$ cat src/rtl/hydration_pkg.sv
// Shared types and sizing helpers for the multi-bottle hydration tracker.
package hydration_pkg;

    typedef enum logic [1:0] {
        ST_OK      = 2'd0,
        ST_PENDING = 2'd1,
        ST_ALERT   = 2'd2,
        ST_SNOOZE  = 2'd3
    } hyd_state_e;

    // Width that holds the sum of every channel's drop without overflow.
    function automatic int unsigned drop_sum_width(input int unsigned level_w,
                                                   input int unsigned channels);
        return level_w + $clog2(channels) + 1;
    endfunction

endpackage

$ cat src/rtl/hydration_channel.sv
// One bottle sensor: primes on the first sample, then reports drops beyond the
// deadband combinationally and refills as a registered one-cycle pulse.
module hydration_channel #(
    parameter int unsigned LEVEL_W  = 4,
    parameter int unsigned DEADBAND = 1
) (
    input  logic               clk,
    input  logic               reset,
    input  logic               sample_valid,
    input  logic [LEVEL_W-1:0] level,
    output logic [LEVEL_W-1:0] drop_c,
    output logic               refill
);

    logic [LEVEL_W-1:0] prev_q;
    logic               primed_q;
    logic               refill_q;
    logic               refill_d;
    logic [31:0]        prev_w;
    logic [31:0]        cur_w;

    // Compare in 32 bits so adding the deadband can never wrap.
    always_comb begin
        prev_w   = 32'(prev_q);
        cur_w    = 32'(level);
        drop_c   = '0;
        refill_d = 1'b0;
        if (sample_valid && primed_q) begin
            if (prev_w > cur_w + 32'(DEADBAND)) begin
                drop_c = prev_q - level;
            end
            refill_d = (cur_w > prev_w + 32'(DEADBAND));
        end
    end

    always_ff @(posedge clk or posedge reset) begin
        if (reset) begin
            prev_q   <= '0;
            primed_q <= 1'b0;
            refill_q <= 1'b0;
        end else begin
            refill_q <= refill_d;
            if (sample_valid) begin
                prev_q   <= level;
                primed_q <= 1'b1;
            end
        end
    end

    assign refill = refill_q;

endmodule

$ cat src/rtl/hydration_tracker.sv
// Multi-bottle drink/refill tracker with a saturating total and a reminder FSM
// that escalates after consecutive dry intervals.
module hydration_tracker
    import hydration_pkg::*;
#(
    parameter int unsigned CHANNELS   = 2,
    parameter int unsigned LEVEL_W    = 4,
    parameter int unsigned TOTAL_W    = 8,
    parameter int unsigned DEADBAND   = 1,
    parameter int unsigned MISS_LIMIT = 2
) (
    input  logic                              clk,
    input  logic                              reset,
    input  logic                              sample_valid,
    input  logic [CHANNELS*LEVEL_W-1:0]       level,
    input  logic                              interval_tick,
    input  logic                              clear_total,
    input  logic                              remind_ack,
    output logic [TOTAL_W-1:0]                total_drunk,
    output logic                              total_sat,
    output logic                              drank,
    output logic [CHANNELS-1:0]               refill,
    output logic [$clog2(MISS_LIMIT+1)-1:0]   missed,
    output logic                              remind
);

    localparam int unsigned SUM_W  = drop_sum_width(LEVEL_W, CHANNELS);
    localparam int unsigned MISS_W = $clog2(MISS_LIMIT + 1);
    localparam int unsigned CMP_W  = ((SUM_W > TOTAL_W) ? SUM_W : TOTAL_W) + 1;
    localparam logic [CMP_W-1:0]  TOTAL_MAX = CMP_W'({TOTAL_W{1'b1}});
    localparam logic [MISS_W-1:0] MISS_MAX  = MISS_W'(MISS_LIMIT);

    logic [LEVEL_W-1:0] drop_c [CHANNELS];
    logic [SUM_W-1:0]   sum_c;
    logic               drink_c;
    logic               wet_c;
    logic [CMP_W-1:0]   headroom_c;
    logic [MISS_W-1:0]  missed_inc_c;
    logic               pend_expire_c;

    logic [TOTAL_W-1:0] total_q, total_d;
    logic               sat_q, sat_d;
    logic               drank_q, drank_d;
    logic [MISS_W-1:0]  missed_q, missed_d;
    hyd_state_e         state_q, state_d;
    logic               remind_q;

    for (genvar g = 0; g < CHANNELS; g++) begin : g_ch
        hydration_channel #(
            .LEVEL_W  (LEVEL_W),
            .DEADBAND (DEADBAND)
        ) u_channel (
            .clk          (clk),
            .reset        (reset),
            .sample_valid (sample_valid),
            .level        (level[g*LEVEL_W +: LEVEL_W]),
            .drop_c       (drop_c[g]),
            .refill       (refill[g])
        );
    end

    // Sum of all channel drops for this sample.
    always_comb begin
        sum_c = '0;
        for (int i = 0; i < CHANNELS; i++) begin
            sum_c = sum_c + SUM_W'(drop_c[i]);
        end
    end

    assign drink_c = (sum_c != '0);
    assign wet_c   = drank_q | drink_c;

    // Saturating accumulator; clear discards a same-cycle add.
    always_comb begin
        headroom_c = TOTAL_MAX - CMP_W'(total_q);
        total_d    = total_q;
        sat_d      = sat_q;
        if (clear_total) begin
            total_d = '0;
            sat_d   = 1'b0;
        end else if (CMP_W'(sum_c) > headroom_c) begin
            total_d = '1;
            sat_d   = 1'b1;
        end else begin
            total_d = total_q + TOTAL_W'(sum_c);
        end
    end

    // Interval bookkeeping: a drink on the tick cycle belongs to the ending interval.
    always_comb begin
        missed_inc_c  = (missed_q >= MISS_MAX) ? missed_q : missed_q + MISS_W'(1);
        pend_expire_c = (32'(missed_q) + 32'd1 >= 32'(MISS_LIMIT));
        drank_d       = interval_tick ? 1'b0 : (drank_q | drink_c);
        missed_d      = missed_q;
        if (interval_tick) begin
            missed_d = wet_c ? '0 : missed_inc_c;
        end
        if (state_q == ST_ALERT && drink_c) begin
            missed_d = '0;
        end
    end

    // Reminder next state; a drink always beats an acknowledge.
    always_comb begin
        state_d = state_q;
        case (state_q)
            ST_OK: begin
                if (interval_tick && !wet_c) begin
                    state_d = (MISS_LIMIT == 1) ? ST_ALERT : ST_PENDING;
                end
            end
            ST_PENDING: begin
                if (interval_tick) begin
                    if (wet_c) begin
                        state_d = ST_OK;
                    end else if (pend_expire_c) begin
                        state_d = ST_ALERT;
                    end
                end
            end
            ST_ALERT: begin
                if (drink_c) begin
                    state_d = ST_OK;
                end else if (remind_ack) begin
                    state_d = ST_SNOOZE;
                end
            end
            ST_SNOOZE: begin
                if (drink_c) begin
                    state_d = ST_OK;
                end else if (interval_tick) begin
                    state_d = wet_c ? ST_OK : ST_ALERT;
                end
            end
            default: state_d = ST_OK;
        endcase
    end

    always_ff @(posedge clk or posedge reset) begin
        if (reset) begin
            total_q  <= '0;
            sat_q    <= 1'b0;
            drank_q  <= 1'b0;
            missed_q <= '0;
            state_q  <= ST_OK;
            remind_q <= 1'b0;
        end else begin
            total_q  <= total_d;
            sat_q    <= sat_d;
            drank_q  <= drank_d;
            missed_q <= missed_d;
            state_q  <= state_d;
            remind_q <= (state_d == ST_ALERT);
        end
    end

    assign total_drunk = total_q;
    assign total_sat   = sat_q;
    assign drank       = drank_q;
    assign missed      = missed_q;
    assign remind      = remind_q;

endmodule

$ cat config.mk
export PLATFORM = sky130hd
export DESIGN_NAME = hydration_tracker
export DESIGN_NICKNAME = d
export VERILOG_FILES = /design/src/rtl/hydration_pkg.sv /design/src/rtl/hydration_channel.sv /design/src/rtl/hydration_tracker.sv
export SDC_FILE = /design/constraint.sdc
export NUM_CORES = 1
export LEC_CHECK = 0
export CAP_MARGIN = 20
export CORE_MARGIN = 4
export CORE_UTILIZATION = 52
export CTS_BUF_LIST = sky130_fd_sc_hd__clkbuf_8
export CTS_CLUSTER_DIAMETER = 30
export DETAILED_ROUTE_END_ITERATION = 16
export PLACE_DENSITY = 0.89
export SLEW_MARGIN = 20
export SYNTH_ARGS = -nofsm -noshare
export SYNTH_HDL_FRONTEND = slang
export SYNTH_SLANG_ARGS = --single-unit
$ cat constraint.sdc
create_clock -name clk -period 3.04 [get_ports clk]
set_input_delay 0.608 -clock clk [delete_from_list [all_inputs] [get_ports clk]]
set_output_delay 0.608 -clock clk [all_outputs]
set_load 0.005 [all_outputs]
==> out/results.tsv <==
metric	value	unit
synth_nets	302	
synth-simple-area-share	13.3	%
ys_top_cells_by_count	ha_1, inv_1, dfrtp_1, a21oi_1, nand3_1	
synth_top_family_by_area	adder cells	
cts.root.buffer_cell	clkbuf_8	
holdPathStages	2	
synth_area	2310	um2
clkLatencyLatePin	0.29	ns
nNetsFinal	389	
gp_congestion	0.822	
synth_fa_ha_area_share	23.0	%
hold_buffers	0	
finalCriticalPeriod	3.86	ns
dieArea	5560	um2
cts_max_level	1	
port_buffers	28	
worst_pin_slew	0.549	ns
r2r_cells	16	
crit_path_start	level[5]	
violations	setup timing	
r2r_setup_slack	-0.56	ns
yosysMostFrequentCell	ha_1	
core-area	4140	um2
clk_pin_slew_worst_paths	0.11	ns
slew_headroom	63.3	%
dpl.hpwl	4.36	mm
synth_top_area_cell	dfrtp_1	
placed_area	3070	um2
synthMuxAreaShare	1.95	%
path_buf_inv	5	
grt_pass1_wl	11.7	mm
postRouteAntennaNets	0	
ys_ff_latch	26	
r2r-start	g_ch[1].u_channel.prev_q[2]	
drt_first_pass_iters	5	
post-route-util	87.6	%
max_cap_viol_count	0	
via_per_inst	6.00	
cp.arrival	4.02	ns
rows	23	
synth_edf_count	0	
period_share	127	%
vias	2304	
hold_viol_final	0	
slowest_stage	ha_1	
ys_warn_count	0	
path_class	in2reg	
synth_top_area_share	28.2	%
fin_skew	0.00787	ns
drt_iter0_markers	98	
cts_tree	done	
crit_family	simple AND/OR/NAND/NOR gates	
synth_ff_type	dfrtp_1	
status	complete, but fails checks	
netlist_instances	248	
max_stage_delay	0.30	ns
die_w	74.6	um
slew_violations	0	
synth_xor_area_share	6.84	%
cp-endpoint	total_drunk[5]	
avgSynthCellArea	9.30	um2
crit_chain	buf_8, buf_4, nand3_4, xor2_2, ha_1, nand4_1, nand4_1, buf_6, a211oi_4, ha_2, buf_4, nand3_2, and3_4, nor2_4, ha_4, and3_4, buf_6, a221oi_4, xor2_1, a21oi_1	
setup_violations	15	
die_y	74.6	um
critPathCaptureType	flip-flop	
start_kind	primary input	
antenna_cells	0	
synth-compound-area-share	19.2	%
io_pins	29	
first_global_vias	2383	
cts_buffers	3	
post-place-ws	-1.58	ns
cts.sinks	26	
grt_usage	27.4	%
fmax	259	MHz
drive_above_1_share	42.5	%
crit_fanout	4	
yosysSeqAreaShare	28.2	%
reg2reg_to	total_drunk[5]	
async_flop_share	100	%
leakage	1.58	nW
start_util	55.6	%
grt_max_degree	27	
antenna_found_initial	0	
routedWlPerCell	20.3	um
ys_types	44	
power.density	511	nW/um2
min_path_type	reg2reg	
cp.depth	20	
drc_errors	0	
final.setup.worst_slack	-0.823	ns
area_growth	57.5	%
drt_wl_total	7.81	mm
grt_overflow	0	
synthTopCellsByArea	dfrtp_1, ha_1, inv_1	
crit_required	3.20	ns
ir_drop	0.286	mV
rsz0062_at_grt	yes	
cts_buffer_depth	2	
final_cell_area	3630	um2
-- what timing repair did --
| item | in CTS | in global routing |
|---|---|---|
| setup buffers | 10 | 5 |
| endpoints found under the hold margin | 0 | 0 |
| setup endpoints to repair | 15 | 15 |
| pin swaps | 44 | 31 |
| resized for setup | 73 | 35 |
| cloned | 1 | 0 |
-- cells by family after synthesis --
family	Yosys count
XOR/XNOR	18
AND/OR/NAND/NOR	55
AO/OA/AOI/OAI	64
adder cells (fa/ha/maj)	40
multiplexers	4
buffers and inverters	41
flip-flops	26
-- metrics by stage --
step | setup TNS [ns] | std cells | hold slack (ns) | power (W)
5_1_grt | -9.27 | 384 | 0.581 | 0.00195
3_3_place_gp | -18.08 | 364 | 0.494 | 0.00120
6_report | -8.33 | 384 | 0.556 | 0.00186
4_1_cts | -5.57 | 379 | 0.542 | 0.00169
2_1_floorplan | -5.97 | 248 | 0.493 | 0.000929
3_5_place_dp | -20.16 | 364 | 0.524 | 0.00125
-- worst reg2reg max path: cells and delay by family (launching register included) --
kind,cells,cell delay (ns)
DFF,1,0.43
adders and majority gates,3,0.83
xor gates and xnor gates,1,0.21
and+or+nand+nor,6,1.00
buffers and inverters,3,0.45
AOI/OAI and AO/OA,3,0.57
-- flip-flops by register name, summed over array words and instances (netlist names) --
name and cells:
drank 1, state_q 2, g_ch.u_channel.primed_q 1, missed 2
total_drunk 8, g_ch.u_channel.refill 2, remind 1, g_ch.u_channel.prev_q 8
total_sat 1
-- metal layers --
layer	vias to the layer above	global-route usage [%]	share of wire, %
met1	1123	33.2	39
met2	95	49.1	51
met3	39	3.24	5.0
met5	-	0	0
met4	0	11.3	5.6
li1	1047	-	-
-- area by class of cell --
cell class / count / area, um2
fill: 197 / 513
inverter: 34 / 130
sequential: 26 / 651
clock inverter: 1 / 30.0
tap: 50 / 62.6
timing repair buffer: 88 / 762
multi-input combinational: 182 / 1950
clock buffer: 3 / 41.3
-- power by group --
group	leakage, nW	internal (W)	switching, W
registers	0.333	0.000405	0.0000791
logic	1.21	0.000548	0.000515
clock network	0.0357	0.000177	0.000132
-- worst min path at each step --
stage / startpoint / to
3_3_place_gp: missed[0] / missed[0]
6_report: missed[0] / missed[0]
4_1_cts: state_q[1] / state_q[0]
2_1_floorplan: state_q[1] / state_q[0]
5_1_grt: total_sat / total_sat
3_5_place_dp: missed[0] / missed[0]
-- cell usage in the layout, fill, tap and decap left out, types with 9 or more instances in the layout --
| cell type | n |
|---|---|
| a21oi_2 | 9 |
| buf_4 | 51 |
| buf_6 | 11 |
| clkdlybuf4s50_1 | 20 |
| dfrtp_1 | 26 |
| ha_1 | 26 |
| ha_4 | 9 |
| inv_1 | 31 |
| nand3_1 | 9 |
Note: power is estimated with default switching activity, not from simulation.
